### config.mk
export PLATFORM = sky130hd
export DESIGN_NAME = column_drop_locator
export DESIGN_NICKNAME = d
export VERILOG_FILES = /design/src/rtl/column_drop_locator_pkg.sv /design/src/rtl/btn_edge_detect.sv /design/src/rtl/column_drop_locator.sv
export SDC_FILE = /design/constraint.sdc
export NUM_CORES = 1
export LEC_CHECK = 0
export ABC_CLOCK_PERIOD_IN_PS = 2600
export CAP_MARGIN = 0
export CORE_ASPECT_RATIO = 0.6
export CORE_MARGIN = 1.5
export CORE_UTILIZATION = 44
export DETAILED_ROUTE_END_ITERATION = 8
export PLACE_DENSITY_LB_ADDON = 0.2
export SLEW_MARGIN = 20
export SYNTH_ARGS = -nofsm -noshare
export SYNTH_HDL_FRONTEND = slang
export SYNTH_SLANG_ARGS = --single-unit
### constraint.sdc
create_clock -name clk -period 2.6 [get_ports clk]
set_input_delay 0.65 -clock clk [delete_from_list [all_inputs] [get_ports clk]]
set_output_delay 0.65 -clock clk [all_outputs]
set_load 0.01 [all_outputs]
### src/rtl/column_drop_locator_pkg.sv
// Shared game definitions: turn-state encodings, the no-selection code and the
// drop locator's own FSM states.
package column_drop_locator_pkg;

  localparam int unsigned POS_W   = 5;
  localparam int unsigned BOARD_W = 16;
  localparam int unsigned BIDX_W  = 4;

  localparam logic [POS_W-1:0] NO_SEL_CODE = 5'b11111;

  typedef enum logic [1:0] {
    GAME_INIT = 2'b00,
    P1_TURN   = 2'b01,
    P2_TURN   = 2'b10,
    END_GAME  = 2'b11
  } game_state_e;

  typedef enum logic [1:0] {
    IDLE         = 2'b00,
    SCAN         = 2'b01,
    PRESENT      = 2'b10,
    WAIT_RELEASE = 2'b11
  } drop_state_e;

  // True while a player may drop a piece.
  function automatic logic is_turn(input logic [1:0] s);
    return (s == P1_TURN) || (s == P2_TURN);
  endfunction

endpackage

### src/rtl/btn_edge_detect.sv
// Column button press detector: registers a single clean rising edge, its
// column index, and whether any button is currently held.
module btn_edge_detect #(
  parameter int unsigned COLS  = 4,
  parameter int unsigned COL_W = 2
) (
  input  logic             clk,
  input  logic             reset,
  input  logic [COLS-1:0]  col_btn,
  output logic             press_valid,
  output logic [COL_W-1:0] press_col,
  output logic             any_held
);

  logic [COLS-1:0]  prev_q;
  logic [COLS-1:0]  rise;
  logic             single_hot;
  logic             valid_now;
  logic [COL_W-1:0] enc;

  // A press is exactly one button high, and that button was low last cycle.
  always_comb begin
    rise       = col_btn & ~prev_q;
    single_hot = (col_btn != '0) && ((col_btn & (col_btn - COLS'(1))) == '0);
    valid_now  = single_hot && (rise == col_btn);
    enc        = '0;
    for (int i = 0; i < int'(COLS); i++) begin
      if (col_btn[i]) begin
        enc = COL_W'(i);
      end
    end
  end

  // prev_q resets to all ones so a button held through reset never counts.
  always_ff @(posedge clk) begin
    if (reset) begin
      prev_q      <= '1;
      press_valid <= 1'b0;
      press_col   <= '0;
      any_held    <= 1'b0;
    end else begin
      prev_q      <= col_btn;
      press_valid <= valid_now;
      press_col   <= enc;
      any_held    <= |col_btn;
    end
  end

endmodule

### src/rtl/column_drop_locator.sv
// Finds the lowest empty cell in the pressed column and presents its index
// for one cycle, or pulses col_full when the column has no room.
module column_drop_locator
  import column_drop_locator_pkg::*;
#(
  parameter int unsigned     COLS   = 4,
  parameter int unsigned     ROWS   = 4,
  parameter logic [POS_W-1:0] NO_SEL = NO_SEL_CODE
) (
  input  logic               clk,
  input  logic               reset,
  input  logic [COLS-1:0]    col_btn,
  input  logic [1:0]         state,
  input  logic [BOARD_W-1:0] gameboard,
  output logic [POS_W-1:0]   column_position,
  output logic               busy,
  output logic               col_full
);

  localparam int unsigned COL_W = (COLS > 1) ? $clog2(COLS) : 1;
  localparam int unsigned ROW_W = (ROWS > 1) ? $clog2(ROWS) : 1;

  drop_state_e       fsm_q, fsm_d;
  logic [ROW_W-1:0]  row_q, row_d;
  logic [COL_W-1:0]  col_q, col_d;
  logic [POS_W-1:0]  pos_d;
  logic              full_d;
  logic              busy_d;

  logic              press_valid;
  logic [COL_W-1:0]  press_col;
  logic              any_held;

  logic [POS_W-1:0]  cell_idx;
  logic [BIDX_W-1:0] board_idx;
  logic              cell_taken;

  btn_edge_detect #(
    .COLS  (COLS),
    .COL_W (COL_W)
  ) u_btn_edge_detect (
    .clk         (clk),
    .reset       (reset),
    .col_btn     (col_btn),
    .press_valid (press_valid),
    .press_col   (press_col),
    .any_held    (any_held)
  );

  // Cell under test; the board is read live every scan cycle.
  always_comb begin
    cell_idx   = POS_W'(row_q) * POS_W'(COLS) + POS_W'(col_q);
    board_idx  = BIDX_W'(row_q) * BIDX_W'(COLS) + BIDX_W'(col_q);
    cell_taken = gameboard[board_idx];
  end

  always_comb begin
    fsm_d  = fsm_q;
    row_d  = row_q;
    col_d  = col_q;
    pos_d  = NO_SEL;
    full_d = 1'b0;

    if (state == GAME_INIT) begin
      fsm_d = IDLE;
    end else begin
      case (fsm_q)
        IDLE: begin
          if (is_turn(state)) begin
            if (press_valid) begin
              col_d = press_col;
              row_d = '0;
              fsm_d = SCAN;
            end else if (any_held) begin
              fsm_d = WAIT_RELEASE;
            end
          end
        end
        SCAN: begin
          if (!cell_taken) begin
            pos_d = cell_idx;
            fsm_d = PRESENT;
          end else if (row_q != ROW_W'(ROWS - 1)) begin
            row_d = row_q + ROW_W'(1);
          end else begin
            full_d = 1'b1;
            fsm_d  = WAIT_RELEASE;
          end
        end
        PRESENT: begin
          fsm_d = WAIT_RELEASE;
        end
        WAIT_RELEASE: begin
          if (col_btn == '0) begin
            fsm_d = IDLE;
          end
        end
        default: begin
          fsm_d = IDLE;
        end
      endcase
    end

    busy_d = (fsm_d != IDLE);
  end

  always_ff @(posedge clk) begin
    if (reset) begin
      fsm_q           <= IDLE;
      row_q           <= '0;
      col_q           <= '0;
      column_position <= NO_SEL;
      busy            <= 1'b0;
      col_full        <= 1'b0;
    end else begin
      fsm_q           <= fsm_d;
      row_q           <= row_d;
      col_q           <= col_d;
      column_position <= pos_d;
      busy            <= busy_d;
      col_full        <= full_d;
    end
  end

endmodule

Word-level counts from Yosys, hierarchy flattened

Index checks and enable logic that the tools add are counted.
W data, S select, Z words.

ROM bits: 0
Logic and storage cells: 66
Output and inout bits: 7
Memories: 0
Bits in writable memories: 0
Flip-flop bits (word level): 21
Latch bits: 0

Add/sub/neg operators: 4
Divide/modulo/power cells: 0
Bitwise logic cells: 6
Mux-type cells: 19
Reduce and logical (&&, ||, !) cells: 15
Shift operators: 0
Multiply operators: 0
Equality and inequality tests: 11
Magnitude comparators: 1

Operators by type and width:

| kind                  | number |
|---|---|
| $mux W2               | 13 |
| $reduce_or A4 Y1      | 3 |
| $and A4 B4 Y4         | 2 |
| $logic_not A4 Y1      | 2 |
| $ne A2 B2 Y1 const B  | 4 |
| $pmux W2 S4           | 1 |
| $eq A2 B2 Y1 const B  | 3 |
| $reduce_and A6 Y1     | 1 |
| $add A4 B2 Y5         | 1 |
| $lt A4 B5 Y1 const B  | 1 |
| $add A4 B2 Y4         | 1 |
| $bmux W1 S4           | 1 |
| $eq A2 B1 Y1 const B  | 2 |
| $eq A4 B4 Y1          | 1 |
| $logic_not A2 Y1      | 2 |
| $not A4 Y4            | 1 |
| $pmux W2 S2           | 1 |
| $reduce_and A4 Y1     | 1 |
| $reduce_bool A2 Y1    | 2 |
| $reduce_bool A4 Y1    | 1 |
| $sub A4 B1 Y4 const B | 1 |
| $mux W1               | 3 |
| $not A1 Y1            | 3 |
| $add A2 B1 Y2 const B | 1 |
| other kinds (3)       | 4 |

Logic depth before layout (Yosys ltp)

Gate-level depths: netlist of the first run.

Word-level depth: 7
Mapped depth: 7
Depth with buffers taken out: 7

Hierarchy

Synthesis of the first run repeated with hierarchy kept, for this count alone.

Cell total of the unflattened synthesis: 91
Area total of the unflattened synthesis: 938.4 sq um

By module, submodules not included:

| module              | area an instance (sq um) | cells an instance | instances |
|---|---|---|---|
| column_drop_locator | 675.6                    | 64                | 1 |
| btn_edge_detect     | 262.8                    | 27                | 1 |

Worst setup path after synthesis of the first run

No wires, ideal clock.

Path type: in2reg
Start point: in gameboard[13]
End point: reg column_position[2]
Setup time: 120 ps
Setup slack: 733 ps
Data required time: 2480 ps
Stages on the path: 5
Arrival: 1747 ps
Cell sequence: mux4_2 -> mux2i_2 -> mux2_4 -> nand2_4 -> or2_1

Longest elaborated chain between the ends: 3

RTL lines:

| what                              | line                       | RTL |
|---|---|---|
| start: declaration                | column_drop_locator.sv:14  | `input logic [BOARD_W-1:0] gameboard,` |
| $bmux W1 S4                       | column_drop_locator.sv:54  | `cell_taken = gameboard[board_idx];` |
| $mux W1 (implied by the code)     | column_drop_locator.sv:54  |  |
| $reduce_or A4 Y1 (no source line) | -                          |  |
| end signal: assignment            | column_drop_locator.sv:119 | `column_position <= pos_d;` |
| end: declaration                  | column_drop_locator.sv:15  | `output logic [POS_W-1:0] column_position,` |

No other way between the ends. The select of a mux whose other input is x is not followed.
A chain may end at the register's enable or synchronous reset.

Final worst setup path of the first run

Start point: in gameboard[15]
End point: reg column_position[2]

Same word-level chain as after synthesis.

==> impl_metrics.ini, run 1 <==
[setup_path]
ff2ff_path_depth = 5
path_buf_inv = 1
r2r_slack_ns = 0.71
critPathTopFamily = multiplexers
cp_slowest_stage_delay_ns = 0.48
crit_path_max_fanout = 5
r2r-end = column_position[2]$_SDFF_PP1_
crit_type = primary input to flip-flop
critPathCaptureType = flip-flop
startpoint_type = primary input
startpoint = gameboard[15]
worstPathCellList = clkdlybuf4s50_1 > mux4_2 > mux2i_2 > mux2_4 > nand2_4 > or2_1
timing.rr.start = col_q[0]$_SDFFE_PP0P_
setup.worst_path.end = column_position[2]$_SDFF_PP1_
critPathRequiredTime_ns = 2.81
slowest_stage = mux4_2
worstPathArrival_ns = 2.25
cp.depth = 6

[clocking]
cts_resized = 0
cts_setup_buffers = 0
insertion_delay_ns = 0.30
cts_made_buffers = 3
h-tree-depth = 1
cts_root_buf = clkbuf_4
clock_path_buffers = 2
clk_transition_reported_paths_ns = 0.12
hold_buffers = 0
numClockSinks = 21
cts_tree = built

[yosys]
synth_area_um2 = 957
synthArstFlopShare_pct = 0
yosys.area.top_type_share_pct = 43.9
ys_seq_area_share_pct = 43.9
yosysWarnings = 0
ys_types = 27
synth_most_common_cell = dfxtp_1
synth.net_count = 123
netlist_top_cells_count = dfxtp_1 (21), nor2_1 (13), a21oi_1 (7), inv_1 (7)
syn_inst = 97
synthTopCellsByArea = dfxtp_1 (44%), mux4_2 (9.4%), mux2i_1 (5.2%), nor2_1 (5.1%), a21oi_1 (3.7%)
yosys.area.top_type = dfxtp_1
ys_ff_latch = 21
synth_top_flop_cell = dfxtp_1
avgSynthCellArea_um2 = 9.87
synth_edf_count = 0

[placement]
pre_cts_ws_ns = 0.220
port_buffers = 30
detailed_place_hpwl_um = 1610
place_congestion = 0.831

[sta]
maxSlewViolCount = 0
finalClockSkew_ns = 0.00255
setup_ws_ns = 0.557
setup_viol = 0
tightestPinTransition_ns = 0.495
finalCritPeriodShare_pct = 78.6
fmax_mhz = 489
fin_setup_tns_ns = 0
fin_crit_ns = 2.04
hold_viol_final = 0
rsz0062_at_grt = false
relSlewSlack_pct = 66.7

[pwr]
swShare_pct = 26.4
p_int_w = 0.000483
seqPwrFrac_pct = 55.4
peakVddDrop_v = 0.000292
p_leak_nw = 0.499
clkPwrFrac_pct = 23.8
p_comb_share_pct = 20.8
switchingPower_w = 0.000173
powerDensity_mw_per_mm2 = 497

[route]
post_drt_wl_per_cell_um = 12.3
drt-met1-wl_um = 858
drt_pass1_iterations = 4
drtIter0Drc = 18
wl_met2_um = 912
ant_nets = 0
vias_per_cell = 5.01
wl_met3_um = 169
highest_layer = met4
finalWirelength_um = 1950
drcViolationCount = 0
vias = 791

[floorplan]
die_height_um = 39.1
core_mm2 = 0.00195
initial_core_util_pct = 49.0
io_pins = 31
die_w_um = 63.2
rows = 12
die_area_mm2 = 0.00247

[global_routing]
grt_start_max_net_pins = 16
grt_pass1_vias = 793
grtUsageTotal_pct = 18.8
grt_pass1_wl_um = 3420
antenna_found_initial = 0
grt_overflow = 0

[flow_run]
drv_cap = 0

[final_layout]
fin_nets = 157
nFillCells = 159
syn_to_final_growth_pct = 37.9
antennaDiodeCount = 0
drive_gt1_share_pct = 14.6

[min_path]
hold_start = u_btn_edge_detect.press_col[0]$_SDFF_PP0_
hp-class = flip-flop to flip-flop
worstHoldPathCells = 2

[outcome]
outcome = complete, no violations
## sequential cells by signal, indices dropped and copies added (netlist names), 2 cells and up
| register | count |
|---|---|
| row_q | 2 |
| column_position | 5 |
| u_btn_edge_detect.prev_q | 4 |
| fsm_q | 2 |
| u_btn_edge_detect.press_col | 2 |
| col_q | 2 |
## worst min path at each step
stage	endpoint	slack [ns]
detailed placement	col_q[1]$_SDFFE_PP0P_	0.49
floorplan	col_q[0]$_SDFFE_PP0P_	0.44
CTS	col_q[1]$_SDFFE_PP0P_	0.51
finish	col_q[0]$_SDFFE_PP0P_	0.50
global route	col_q[1]$_SDFFE_PP0P_	0.56
global placement	col_q[1]$_SDFFE_PP0P_	0.45
## metal layers
layer | GRT usage (%) | up-vias
li1 | - | 404
met2 | 32.2 | 34
met1 | 23.5 | 351
met5 | 0 | -
met3 | 7.00 | 2
met4 | 2.72 | 0
## per-stage QoR
stage               util (%)  instance area, um2  power, W  cells  hold slack [ns]
floorplan                  -                 957  0.000441     97            0.440
global placement        66.2                1290  0.000503    154            0.448
detailed placement      66.2                1290  0.000507    154            0.487
CTS                     67.6                1320  0.000657    158            0.514
global route            67.6                1320  0.000690    158            0.559
finish                  67.6                1320  0.000657    158            0.501
## final cells by class
| cell class | count | area (um2) | area share [%] |
|---|---|---|---|
| clock inverter | 1 | 5.00 | 0.379 |
| inverter | 7 | 26.3 | 1.99 |
| multi-input combinational | 65 | 488 | 37.0 |
| timing repair buffer | 33 | 323 | 24.5 |
| tap | 28 | 35.0 | 2.65 |
| clock buffer | 3 | 22.5 | 1.71 |
| sequential | 21 | 420 | 31.8 |
## worst reg2reg max path, stage by stage, from the launching register on
cell and delay [ns]:
dfxtp_1 0.52, mux4_2 0.56, mux2i_2 0.23, mux2_4 0.23, nand2_4 0.06, or2_1 0.20
## power by group through the flow
stage,registers (W),logic (W),clock network [W]
floorplan,0.000359,0.0000822,0
global placement,0.000370,0.000133,0
detailed placement,0.000370,0.000137,0
CTS,0.000363,0.000137,0.000157
global route,0.000368,0.000150,0.000173
finish,0.000364,0.000136,0.000157
## cell families (layout without fill, tap and decap cells)
| kind of cell | count (synthesis) | count (layout) | share of synthesized area [%] |
|---|---|---|---|
| and+or+nand+nor | 37 | 37 | 21.4 |
| adders and majority gates | 2 | 2 | 2.61 |
| muxes | 11 | 11 | 17.6 |
| buffers and inverters | 11 | 44 | 5.10 |
| AOI/OAI and AO/OA | 15 | 15 | 9.28 |
| DFF | 21 | 21 | 43.9 |
## cell usage in the layout, fill, tap and decap left out, types with 4 or more instances in the layout
master and count:
mux2i_1 5, a21oi_1 7, or2_2 4, nand2_1 5, nor2_1 13, dfxtp_1 21
mux4_2 4, clkdlybuf4s50_1 30, inv_1 7
Power figures use the tool's default switching activity.
==> run 2, diff against run 1 <==
ABC_CLOCK_PERIOD_IN_PS = 2100   (was 2600)
clock period = 2.1 ns   (was 2.6 ns; I/O delays follow)
==> impl_metrics.ini, run 2 (synthesis gave the netlist of run 1 again) <==
[sta]
hold_viol_final = 0
fin_crit_ns = 1.89
fmax_mhz = 528
maxSlewViolCount = 0
finalCritPeriodShare_pct = 90.1
finalClockSkew_ns = 0.00832
relSlewSlack_pct = 78.9
setup_viol = 0
tightestPinTransition_ns = 0.316
rsz0062_at_grt = false

[setup_path]
worstPathArrival_ns = 2.07
startpoint = gameboard[15]
startpoint_type = primary input
critPathCaptureType = flip-flop
critPathRequiredTime_ns = 2.28
crit_type = primary input to flip-flop
timing.rr.start = col_q[0]$_SDFFE_PP0P_
crit_path_max_fanout = 4

[route]
finalWirelength_um = 2100
ant_nets = 0
vias_per_cell = 5.02
drt_pass1_iterations = 5
drcViolationCount = 0
drtIter0Drc = 30
vias = 828
post_drt_wl_per_cell_um = 12.7

[flow_run]
drv_cap = 0

[outcome]
outcome = complete, no violations

[clocking]
numClockSinks = 21
hold_buffers = 0
cts_resized = 0
cts_root_buf = clkbuf_4
clk_transition_reported_paths_ns = 0.11
cts_setup_buffers = 0
cts_made_buffers = 3
clock_path_buffers = 2
cts_tree = built
h-tree-depth = 1
insertion_delay_ns = 0.30

[floorplan]
die_area_mm2 = 0.00247
core_mm2 = 0.00195
die_w_um = 63.2
rows = 12
io_pins = 31
initial_core_util_pct = 49.0
die_height_um = 39.1

[pwr]
peakVddDrop_v = 0.000528
p_total_w = 0.000824
powerDensity_mw_per_mm2 = 600
p_leak_nw = 0.533

[global_routing]
grt_start_max_net_pins = 16
use_met3_pct = 5.25
grt_pass1_wl_um = 3540
busiest_layer = met2
antenna_found_initial = 0
grtUsageTotal_pct = 20.1
grt_overflow = 0
use_met1_pct = 24.3
grt_pass1_vias = 776
grt_use_met2_pct = 35.4

[placement]
place_congestion = 0.803
placed_area_mm2 = 0.00135
port_buffers = 30
detailed_place_hpwl_um = 1640

[min_path]
hold_start = u_btn_edge_detect.press_col[1]$_SDFF_PP0_
hp-class = flip-flop to flip-flop

[final_layout]
drive_gt1_share_pct = 19.0
largestRegisters = column_position x5, u_btn_edge_detect.prev_q x4
fin_nets = 164
largest_register_ffs = 5
final_area_mm2 = 0.00137
final_common_cell = clkdlybuf4s50_1
final_cell_mix = clkdlybuf4s50_1 (30), dfxtp_1 (21), nor2_1 (13), buf_4 (10)
syn_to_final_growth_pct = 43.4
antennaDiodeCount = 0
top_register = column_position
==> run 2: path summary, 6_finish.rpt <==
path	to	slack, ns	depth (start not counted)
worst max-delay path	row_q[1]$_SDFFE_PP0P_	0.21	6
worst min-delay path	col_q[1]$_SDFFE_PP0P_	0.49	2
worst max register to register	row_q[1]$_SDFFE_PP0P_	0.25	5
worst min register to register	col_q[1]$_SDFFE_PP0P_	0.49	2
==> run 2: area by class of cell <==
| type | count | area (um2) |
|---|---|---|
| multi-input combinational | 65 | 488 |
| timing repair buffer | 40 | 375 |
| sequential | 21 | 420 |
| inverter | 7 | 26.3 |
| clock buffer | 3 | 22.5 |
| tap | 28 | 35.0 |
| clock inverter | 1 | 5.00 |
| fill | 167 | 579 |
==> run 2: worst max-delay path, stage by stage <==
cell and delay, ns:
clkdlybuf4s50_1 0.40, mux4_2 0.48, mux2i_2 0.21, nor2_1 0.07
o21ai_1 0.25, o32ai_1 0.14
==> run 2: report_power, final <==
group	internal (W)	leakage, nW	switching [W]
Sequential	0.000423	0.173	0.0000269
Combinational	0.000114	0.343	0.0000688
Clock	0.0000711	0.0177	0.000120
==> run 2: routing by layer <==
layer / routed length, um / part of all wire (%) / up-vias
li1: - / - / 416
met1: 944 / 45 / 376
met2: 1020 / 48 / 34
met3: 125 / 6.0 / 2
met4: 11 / 0.52 / 0
met5: 0 / 0 / -
==> run 2: stage by stage <==
stage | setup TNS (ns) | utilization (%) | std cells | worst slack, ns | hold WS, ns
floorplan | 0 | - | 97 | 0.358 | 0.440
global placement | -0.338 | 68.9 | 161 | -0.0971 | 0.454
detailed placement | -0.858 | 68.9 | 161 | -0.136 | 0.458
CTS | 0 | 70.3 | 165 | 0.206 | 0.497
global route | 0 | 70.3 | 165 | 0.0744 | 0.529
finish | 0 | 70.3 | 165 | 0.207 | 0.489
==> run 3, diff against run 2 <==
ABC_CLOCK_PERIOD_IN_PS = 2350   (was 2100)
CORE_MARGIN = 8   (was 1.5)
REMOVE_ABC_BUFFERS = 1   (was default)
clock period = 2.35 ns   (was 2.1 ns; I/O delays follow)
==> impl_metrics.ini, run 3 (synthesis gave the netlist of run 1 again) <==
[outcome]
outcome = complete, no violations

[floorplan]
rows = 13
initial_core_util_pct = 45.3
die_w_um = 76.2
die_area_mm2 = 0.00397
die_height_um = 52.1
io_pins = 31
core_mm2 = 0.00211

[final_layout]
instances_no_fill = 162
drive_gt1_share_pct = 15.9
final_cell_mix = clkdlybuf4s50_1 (30), dfxtp_1 (21), nor2_1 (13), inv_1 (7), a21oi_1 (7)
top_register = column_position
utilization_pct = 63.3
final_common_cell = clkdlybuf4s50_1
largest_register_ffs = 5
largestRegisters = column_position x5, u_btn_edge_detect.prev_q x4
antennaDiodeCount = 0
fin_nets = 159
syn_to_final_growth_pct = 39.7

[clocking]
clk_transition_reported_paths_ns = 0.10
insertion_delay_ns = 0.31
h-tree-depth = 1
cts_root_buf = clkbuf_4
cts_made_buffers = 3
numClockSinks = 21
cts_setup_buffers = 0
cts_resized = 0
cts_tree = built
clock_path_buffers = 2
hold_buffers = 0

[placement]
port_buffers = 30
dp.cells = 158
detailed_place_hpwl_um = 1800
place_congestion = 0.862

[sta]
maxSlewViolCount = 0
rsz0062_at_grt = false
hold_viol_final = 0
fin_setup_tns_ns = 0
setup_viol = 0
finalCritPeriodShare_pct = 86.7
tightestPinTransition_ns = 0.361
holdWs_ns = 0.494
finalClockSkew_ns = 0.00650
relSlewSlack_pct = 75.8
fin_crit_ns = 2.04
fmax_mhz = 491

[setup_path]
r2r_slack_ns = 0.41
slowest_stage = mux4_2
critPathRequiredTime_ns = 2.53
timing.rr.start = col_q[0]$_SDFFE_PP0P_
crit_type = primary input to flip-flop
worstPathCellList = clkdlybuf4s50_1 > mux4_2 > mux2i_2 > nor2_1 > o21ai_1 > o32ai_1
critPathCaptureType = flip-flop
ff2ff_path_depth = 5
cp_slowest_stage_delay_ns = 0.49
r2r-end = row_q[1]$_SDFFE_PP0P_
startpoint_type = primary input
worstPathArrival_ns = 2.22
crit_path_max_fanout = 4

[route]
finalWirelength_um = 2150
drt_pass1_iterations = 4
vias = 823
drcViolationCount = 0
vias_per_cell = 5.08
post_drt_wl_per_cell_um = 13.3
drtIter0Drc = 64
ant_nets = 0

[pwr]
p_total_w = 0.000724
peakVddDrop_v = 0.000354
p_leak_nw = 0.510
powerDensity_mw_per_mm2 = 541

[min_path]
hold_end = col_q[0]$_SDFFE_PP0P_
hold_start = u_btn_edge_detect.press_col[0]$_SDFF_PP0_
worstHoldPathCells = 2
hp-class = flip-flop to flip-flop

[global_routing]
grt_overflow = 0
grtUsageTotal_pct = 11.6
grt_pass1_vias = 793
grt_start_max_net_pins = 16
antenna_found_initial = 0
grt_pass1_wl_um = 3620

[flow_run]
drv_cap = 0
-- run 3: cell types whose count changed in the layout (fill, tap and decap cells not counted) --
cell   before  now
buf_4      10    5
-- run 3: final cells by class --
cell class	count	area, um2
Fill cell	188	777
Multi-Input combinational cell	65	488
Sequential cell	21	420
Timing Repair Buffer	35	338
Tap cell	30	37.5
Inverter	7	26.3
Clock buffer	3	22.5
Clock inverter	1	5.00
-- run 3: worst max-delay path, delay by kind of cell --
family                 cells  cell delay (ns)
multiplexers               2             0.72
AO/OA/AOI/OAI              2             0.45
buffers and inverters      1             0.40
AND/OR/NAND/NOR            1             0.07
-- run 3: worst max-delay path by stage --
stage	startpoint	to	slack (ns)	cells after the start
2_1_floorplan	gameboard[13]	column_position[0]$_SDFF_PP1_	0.55	5
3_3_place_gp	gameboard[7]	row_q[1]$_SDFFE_PP0P_	0.09	6
3_5_place_dp	gameboard[15]	row_q[1]$_SDFFE_PP0P_	0.0008	6
4_1_cts	gameboard[15]	row_q[1]$_SDFFE_PP0P_	0.34	6
5_1_grt	gameboard[15]	row_q[1]$_SDFFE_PP0P_	0.23	6
6_report	gameboard[15]	row_q[1]$_SDFFE_PP0P_	0.31	6
-- run 3: power by group --
| part | switching, W | internal (W) | leakage (nW) | total [W] |
|---|---|---|---|---|
| Combinational | 0.0000590 | 0.0000945 | 0.320 | 0.000154 |
| Clock | 0.000105 | 0.0000636 | 0.0177 | 0.000168 |
| Sequential | 0.0000239 | 0.000378 | 0.173 | 0.000402 |
-- run 3: per-layer routing --
metal | vias up | wire length, um | track usage (%) | part of all wire, %
met5 | - | 0 | 0 | 0
met4 | 0 | 27 | 3.80 | 1.3
met2 | 22 | 952 | 17.8 | 44
li1 | 411 | - | - | -
met3 | 4 | 144 | 5.50 | 6.7
met1 | 386 | 1020 | 14.2 | 48
-- run 3: through the flow --
stage	cell area (um2)	setup WS, ns
finish	1340	0.312
detailed placement	1310	0.000847
CTS	1340	0.340
floorplan	935	0.545
global placement	1310	0.0930
global route	1340	0.227
